**src/rtl/load_store_unit_if.sv**
```systemverilog
// Bundles the execute-request, data-memory and writeback channels of the load/store unit.
// The slave modport is the LSU's view; the master modport is the surrounding pipeline/memory.
interface load_store_unit_if #(
  parameter int ADDR_WIDTH = 32
);
  // Execute-stage request
  logic                  ex_valid;
  logic                  ex_ready;
  logic                  ex_is_load;
  logic                  ex_is_store;
  logic [2:0]            ex_funct3;
  logic [ADDR_WIDTH-1:0] ex_addr;
  logic [31:0]           ex_wdata;

  // Data-memory port
  logic                  mem_req;
  logic                  mem_we;
  logic                  mem_gnt;
  logic [ADDR_WIDTH-1:0] mem_addr;
  logic [3:0]            mem_be;
  logic [31:0]           mem_wdata;
  logic                  mem_rvalid;
  logic [31:0]           mem_rdata;

  // Writeback result
  logic                  wb_valid;
  logic                  wb_ready;
  logic [31:0]           wb_rdata;
  logic                  wb_misalign;

  modport slave (
    input  ex_valid, ex_is_load, ex_is_store, ex_funct3, ex_addr, ex_wdata,
    output ex_ready,
    output mem_req, mem_we, mem_addr, mem_be, mem_wdata,
    input  mem_gnt, mem_rvalid, mem_rdata,
    output wb_valid, wb_rdata, wb_misalign,
    input  wb_ready
  );

  modport master (
    output ex_valid, ex_is_load, ex_is_store, ex_funct3, ex_addr, ex_wdata,
    input  ex_ready,
    input  mem_req, mem_we, mem_addr, mem_be, mem_wdata,
    output mem_gnt, mem_rvalid, mem_rdata,
    input  wb_valid, wb_rdata, wb_misalign,
    output wb_ready
  );
endinterface

```
**src/rtl/load_store_unit.sv**
```systemverilog
// RV32 load/store unit: one outstanding access, byte-lane steering and load extension.
// Define LSU_MISALIGN_TRAP_EN to report misaligned accesses instead of force-aligning them.
module load_store_unit #(
  parameter int ADDR_WIDTH = 32
) (
  input logic              clk,
  input logic              rst_n,
  load_store_unit_if.slave bus
);

  typedef enum logic [1:0] {IDLE, REQ, WAIT, RESP} state_e;

  localparam logic [2:0] F_B  = 3'b000;
  localparam logic [2:0] F_H  = 3'b001;
  localparam logic [2:0] F_W  = 3'b010;
  localparam logic [2:0] F_BU = 3'b100;
  localparam logic [2:0] F_HU = 3'b101;

  state_e                state_q, state_d;
  logic [ADDR_WIDTH-1:0] addr_q;
  logic [2:0]            funct3_q;
  logic                  we_q;
  logic [31:0]           wdata_q;
  logic [31:0]           rdata_q;

  logic                  accept;
  logic                  active;
  logic                  trap;
  logic [ADDR_WIDTH-1:0] req_addr;
  logic [3:0]            be;
  logic [31:0]           wdata_lane;

  assign accept = bus.ex_valid && bus.ex_ready;
  assign active = bus.ex_is_load || bus.ex_is_store;

  // Misaligned halfword/word offsets are dropped so the access lands on its natural boundary.
  always_comb begin
    // NOTE: every always_comb output gets a default first so no path can infer a latch.
    req_addr = bus.ex_addr;
    case (bus.ex_funct3)
      F_H, F_HU: req_addr[0]   = 1'b0;
      F_W:       req_addr[1:0] = 2'b00;
      default:   ;
    endcase
  end

`ifdef LSU_MISALIGN_TRAP_EN
  logic req_misalign;
  logic misalign_q;

  always_comb begin
    req_misalign = 1'b0;
    case (bus.ex_funct3)
      F_H, F_HU: req_misalign = bus.ex_addr[0];
      F_W:       req_misalign = |bus.ex_addr[1:0];
      default:   ;
    endcase
  end

  always_ff @(posedge clk) begin
    if (!rst_n)      misalign_q <= 1'b0;
    else if (accept) misalign_q <= req_misalign;
  end

  assign trap            = req_misalign;
  assign bus.wb_misalign = misalign_q;
`else
  assign trap            = 1'b0;
  assign bus.wb_misalign = 1'b0;
`endif

  function automatic logic [31:0] extract(input logic [2:0]  f3,
                                          input logic [1:0]  off,
                                          input logic [31:0] word);
    logic [7:0]  b;
    logic [15:0] h;
    b = word[{off, 3'b000} +: 8];
    h = word[{off[1], 4'b0000} +: 16];
    case (f3)
      F_B:     return {{24{b[7]}}, b};
      F_BU:    return {24'h0, b};
      F_H:     return {{16{h[15]}}, h};
      F_HU:    return {16'h0, h};
      F_W:     return word;
      default: return 32'h0;
    endcase
  endfunction

  always_comb begin
    be = 4'b0000;
    case (funct3_q)
      F_B, F_BU: be = 4'b0001 << addr_q[1:0];
      F_H, F_HU: be = 4'b0011 << {addr_q[1], 1'b0};
      F_W:       be = 4'b1111;
      default:   ;
    endcase
  end

  always_comb begin
    case (funct3_q[1:0])
      2'b00:   wdata_lane = {4{wdata_q[7:0]}};
      2'b01:   wdata_lane = {2{wdata_q[15:0]}};
      default: wdata_lane = wdata_q;
    endcase
  end

  always_comb begin
    state_d = state_q;
    case (state_q)
      IDLE: if (accept && active) state_d = trap ? RESP : REQ;
      REQ:  if (bus.mem_gnt)      state_d = we_q ? RESP : WAIT;
      WAIT: if (bus.mem_rvalid)   state_d = RESP;
      RESP: if (bus.wb_ready)     state_d = IDLE;
      default:                    state_d = IDLE;
    endcase
  end

  // NOTE: sequential state uses non-blocking assignments and a synchronous, active-low reset.
  always_ff @(posedge clk) begin
    if (!rst_n) begin
      state_q  <= IDLE;
      addr_q   <= '0;
      funct3_q <= 3'b000;
      we_q     <= 1'b0;
      wdata_q  <= 32'h0;
      rdata_q  <= 32'h0;
    end else begin
      state_q <= state_d;
      if (accept) begin
        addr_q   <= req_addr;
        funct3_q <= bus.ex_funct3;
        we_q     <= bus.ex_is_store;
        wdata_q  <= bus.ex_wdata;
        rdata_q  <= 32'h0;
      end else if (state_q == WAIT && bus.mem_rvalid) begin
        rdata_q <= extract(funct3_q, addr_q[1:0], bus.mem_rdata);
      end
    end
  end

  // Memory outputs are forced to zero outside REQ so idle/reset values are clean.
  assign bus.ex_ready  = (state_q == IDLE);
  assign bus.mem_req   = (state_q == REQ);
  assign bus.mem_we    = bus.mem_req && we_q;
  assign bus.mem_addr  = bus.mem_req ? {addr_q[ADDR_WIDTH-1:2], 2'b00} : '0;
  assign bus.mem_be    = bus.mem_req ? be : 4'b0000;
  assign bus.mem_wdata = bus.mem_we ? wdata_lane : 32'h0;
  assign bus.wb_valid  = (state_q == RESP);
  assign bus.wb_rdata  = rdata_q;

endmodule

```
**src/flat_wrapper.sv**
```systemverilog
// flat-port wrapper written by rule: the top's interface ports become plain ports
module load_store_unit_flat 
#(
  parameter int ADDR_WIDTH = 32
)
  (clk, rst_n, bus_ex_valid, bus_ex_is_load, bus_ex_is_store, bus_ex_funct3, bus_ex_addr, bus_ex_wdata, bus_ex_ready, bus_mem_req, bus_mem_we, bus_mem_addr, bus_mem_be, bus_mem_wdata, bus_mem_gnt, bus_mem_rvalid, bus_mem_rdata, bus_wb_valid, bus_wb_rdata, bus_wb_misalign, bus_wb_ready);
  load_store_unit_if #(.ADDR_WIDTH(ADDR_WIDTH)) bus_i ();
  input logic clk;
  input logic rst_n;
  input wire logic [$bits(bus_i.ex_valid)-1:0] bus_ex_valid;
  input wire logic [$bits(bus_i.ex_is_load)-1:0] bus_ex_is_load;
  input wire logic [$bits(bus_i.ex_is_store)-1:0] bus_ex_is_store;
  input wire logic [$bits(bus_i.ex_funct3)-1:0] bus_ex_funct3;
  input wire logic [$bits(bus_i.ex_addr)-1:0] bus_ex_addr;
  input wire logic [$bits(bus_i.ex_wdata)-1:0] bus_ex_wdata;
  output wire logic [$bits(bus_i.ex_ready)-1:0] bus_ex_ready;
  output wire logic [$bits(bus_i.mem_req)-1:0] bus_mem_req;
  output wire logic [$bits(bus_i.mem_we)-1:0] bus_mem_we;
  output wire logic [$bits(bus_i.mem_addr)-1:0] bus_mem_addr;
  output wire logic [$bits(bus_i.mem_be)-1:0] bus_mem_be;
  output wire logic [$bits(bus_i.mem_wdata)-1:0] bus_mem_wdata;
  input wire logic [$bits(bus_i.mem_gnt)-1:0] bus_mem_gnt;
  input wire logic [$bits(bus_i.mem_rvalid)-1:0] bus_mem_rvalid;
  input wire logic [$bits(bus_i.mem_rdata)-1:0] bus_mem_rdata;
  output wire logic [$bits(bus_i.wb_valid)-1:0] bus_wb_valid;
  output wire logic [$bits(bus_i.wb_rdata)-1:0] bus_wb_rdata;
  output wire logic [$bits(bus_i.wb_misalign)-1:0] bus_wb_misalign;
  input wire logic [$bits(bus_i.wb_ready)-1:0] bus_wb_ready;
  assign bus_i.ex_valid = bus_ex_valid;
  assign bus_i.ex_is_load = bus_ex_is_load;
  assign bus_i.ex_is_store = bus_ex_is_store;
  assign bus_i.ex_funct3 = bus_ex_funct3;
  assign bus_i.ex_addr = bus_ex_addr;
  assign bus_i.ex_wdata = bus_ex_wdata;
  assign bus_ex_ready = bus_i.ex_ready;
  assign bus_mem_req = bus_i.mem_req;
  assign bus_mem_we = bus_i.mem_we;
  assign bus_mem_addr = bus_i.mem_addr;
  assign bus_mem_be = bus_i.mem_be;
  assign bus_mem_wdata = bus_i.mem_wdata;
  assign bus_i.mem_gnt = bus_mem_gnt;
  assign bus_i.mem_rvalid = bus_mem_rvalid;
  assign bus_i.mem_rdata = bus_mem_rdata;
  assign bus_wb_valid = bus_i.wb_valid;
  assign bus_wb_rdata = bus_i.wb_rdata;
  assign bus_wb_misalign = bus_i.wb_misalign;
  assign bus_i.wb_ready = bus_wb_ready;
  load_store_unit #(.ADDR_WIDTH(ADDR_WIDTH)) u_core (.clk(clk), .rst_n(rst_n), .bus(bus_i));
endmodule
```
**config.mk**
```make
export PLATFORM = sky130hd
export DESIGN_NAME = load_store_unit_flat
export DESIGN_NICKNAME = d
export VERILOG_FILES = /design/src/rtl/load_store_unit_if.sv /design/src/rtl/load_store_unit.sv /design/src/flat_wrapper.sv
export SDC_FILE = /design/constraint.sdc
export NUM_CORES = 1
export LEC_CHECK = 0
export BUFFER_PORTS_ARGS = -buffer_cell sky130_fd_sc_hd__buf_2
export CORE_MARGIN = 3
export CORE_UTILIZATION = 51
export DETAILED_ROUTE_END_ITERATION = 8
export GPL_TIMING_DRIVEN = 0
export PLACE_DENSITY = 0.87
export SLEW_MARGIN = 20
export SYNTH_ARGS = -nofsm -noshare
export SYNTH_HDL_FRONTEND = slang
export SYNTH_SLANG_ARGS = --single-unit
```
**constraint.sdc**
```tcl
create_clock -name clk -period 4.75 [get_ports clk]
set_clock_uncertainty 0.15 [all_clocks]
set_input_delay 0.95 -clock clk [delete_from_list [all_inputs] [get_ports clk]]
set_output_delay 0.95 -clock clk [all_outputs]
set_load 0.01 [all_outputs]
```
==> results.toml <==
[detailed_routing]
drc = 0
wl_um = 14500
vias = 4636
drt-pass1-iter-count = 5
post_drt_via_cell_ratio = 5.824
detail-route-antenna-nets = 0
drtIter0Drc = 266
avgRoutedWirePerCell_um = 18.21

[setup_path]
path_max_fanout = 10
cp-end-kind = "output pin"
rr_worst_depth = 7
slowest_delay_ns = 0.42
rrSetupSlack_ns = 2.36
critPathArrivalTime_ns = 2.21
r2r-start = "u_core.state_q[1]"
crit_type = "reg -> out"
cpMaxStageDelayCell = "dfxtp_1"
crit_required_ns = 3.65
rr_endpoint = "u_core.bus.wb_rdata[1]"
worstPathCellList = "inv_1 > ha_1 > nand2_1 > clkbuf_1 > nor2_1 > buf_2"
cp-start-kind = "flop"

[logic_synthesis]
synth_commonest_cells = "dfxtp_1 (102), a22o_1 (66), nor2_1 (38)"
synth_cell_types = 44
synthArstFlopShare = 0
ys_warn_count = 0
synth_top_area_frac = 0.4399
synthesis.area_um2 = 4642
yosysSeqAreaShare = 0.4399
synth_most_common_cell = "dfxtp_1"
syn_inst = 462
ys_ff_latch = 102
synth_edf_count = 0
synthFlopType = "dfxtp_1"
yosys.area.top_type = "dfxtp_1"
avgSynthCellArea_um2 = 10.05
synth.top_cells.by_area = "dfxtp_1 (44%), a22o_1 (12%), and2_1 (4.2%), mux2i_1 (3.9%), a221o_2 (3.9%)"

[placement]
place_congestion = 0.8925
placed_cells = 780
dpl.hpwl_um = 11230
port_buffers = 208

[status]
status = "complete, no violations"

[cells_and_area]
drive_gt1_frac = 0.4041
final_core_util = 0.6887
final_cells = 796
n_fill_cell = 730
fin_nets = 795
antenna_cells = 0
area_growth_pct = 30.03

[worst_hold_path]
hp-start = "u_core.bus.wb_rdata[10]"
hold_end = "u_core.bus.wb_rdata[10]"
min_path_type = "reg -> reg"
whs_path_depth = 1

[clocking]
clock_latency_ns = 0.37
numCtsBuffers = 9
clock_sinks = 102
htree_levels = 3
postCtsSetupBuffers = 0
path_clk_slew_ns = 0.11
root_buffer = "clkbuf_8"
cts_tree = "yes"
clock_path_buffers = 2
ctsHoldBuffers = 0
post_cts_resized = 0

[timing]
setup_violations = 0
worstMarginPinSlew_ns = 0.5985
timing.final.crit_share = 0.6959
slew_headroom = 0.6010
slew_viol_final = 0
fin_setup_tns_ns = 0
fmax_ghz = 0.3025
fin_crit_ns = 3.306
hold_violations = 0
rsz0062_at_grt = "no"

[global_routing]
grt_use_total = 0.2775
grt_max_degree = 20
grt_remaining_overflow = 0
grt_pass1_wl_um = 22780
antenna_found_initial = 0
grt_pass1_vias = 4723

[die]
ioPinCount = 212
die_h_um = 101.4
die_w_um = 101.4
core_um2 = 8763
start_util = 0.5297
row_count = 34
die-area_um2 = 10280

[power_and_ir_drop]
p_switching_mw = 0.9737
p_leak_nw = 2.953
comb_power_share = 0.344
power.density_nw_per_um2 = 433.2
intPower_mw = 1.641
irDropWorstVdd_uv = 280.1
p_seq_frac = 0.433
p_sw_frac = 0.3724
clockPowerShare = 0.224

[job]
maxCapViolations = 0
[worst max-delay path: cells and delay by family, from the launching register on]
family | cells | cell delay [ns]
adders and majority gates | 1 | 0.33
buffers and inverters | 3 | 0.68
DFF | 1 | 0.42
and+or+nand+nor | 2 | 0.41
[routing by layer]
| metal | up-vias | part of all wire | track usage |
|---|---|---|---|
| li1 | 2164 | - | - |
| met1 | 2193 | 0.39 | 0.3437 |
| met2 | 251 | 0.50 | 0.4779 |
| met3 | 28 | 0.093 | 0.06405 |
| met4 | 0 | 0.020 | 0.08896 |
| met5 | - | 0 | 0 |
[power by group through the flow]
stage | Combinational [mW] | Clock (mW) | Sequential [mW]
floorplan | 0.598 | 0 | 1.12
global placement | 0.854 | 0 | 1.14
detailed placement | 0.889 | 0 | 1.14
CTS | 0.891 | 0.586 | 1.13
global route | 0.988 | 0.623 | 1.15
finish | 0.898 | 0.585 | 1.13
[cell families (layout without fill, tap and decap cells)]
group / Yosys count / in the layout / synth area share
other: 1 / 3 / 0.0008078
flip-flops: 102 / 102 / 0.4399
multiplexers: 34 / 34 / 0.09784
buffers and inverters: 48 / 272 / 0.04744
AO/OA/AOI/OAI: 161 / 161 / 0.2765
AND/OR/NAND/NOR: 111 / 111 / 0.1240
adder cells (fa/ha/maj): 5 / 5 / 0.01348
[per-stage QoR]
step / hold WS (ns) / area [µm²] / total power [mW] / worst slack (ns)
2_1_floorplan: 0.2906 / 4649 / 1.713 / 2.281
3_3_place_gp: 0.2834 / 5826 / 1.990 / 1.922
3_5_place_dp: 0.2930 / 5826 / 2.029 / 1.878
4_1_cts: 0.3183 / 6036 / 2.603 / 1.465
5_1_grt: 0.3344 / 6036 / 2.760 / 1.256
6_report: 0.3159 / 6036 / 2.615 / 1.444
[placed cells by master, fill, tap and decap left out, drive strengths merged, types with 2 or more instances in the layout]
cell type and n:
o21a 2, a22oi 7, a22o 66, nor2 40, a211oi 2, mux2 8, a21o 7, nor3 3
a2111oi 2, inv 9, a221o 16, clkbuf 30, nor2b 7, buf 230, nand2b 2, o21ai 20
mux4 8, conb 3, ha 5, dfxtp 102, and3 10, mux2i 18, and2 31, nand2 14
a221oi 6, nand3 2, a21oi 26, a21boi 2
[cell type report]
| cell class | instances | area, µm² | share of cell area |
|---|---|---|---|
| multi-input cells | 314 | 2387 | 0.3955 |
| flip-flops and latches | 102 | 2042 | 0.3383 |
| repair buffers | 208 | 1041 | 0.1725 |
| plain buffers | 43 | 201.4 | 0.03337 |
| well taps | 108 | 135.1 | 0.02239 |
| clock buffers | 9 | 123.9 | 0.02052 |
| clock inverters | 7 | 86.33 | 0.01430 |
| inverters | 5 | 18.77 | 0.003109 |
[worst max-delay path by stage]
stage	from	end	slack, ns
final	u_core.state_q[1]	bus_mem_wdata[23]	1.44
after global routing	u_core.state_q[1]	bus_mem_wdata[14]	1.26
after CTS	u_core.state_q[1]	bus_mem_wdata[23]	1.47
after detailed placement	u_core.state_q[1]	bus_mem_wdata[23]	1.88
after global placement	u_core.funct3_q[0]	bus_mem_wdata[30]	1.92
after floorplan	u_core.funct3_q[0]	bus_mem_wdata[30]	2.28
[sequential cells by signal, indices dropped and copies added (netlist names)]
name / count
u_core.wdata_q: 32
u_core.addr_q: 32
u_core.funct3_q: 3
u_core.bus.wb_rdata: 32
u_core.we_q: 1
u_core.state_q: 2
No activity file was read; power rests on OpenSTA's default activity.
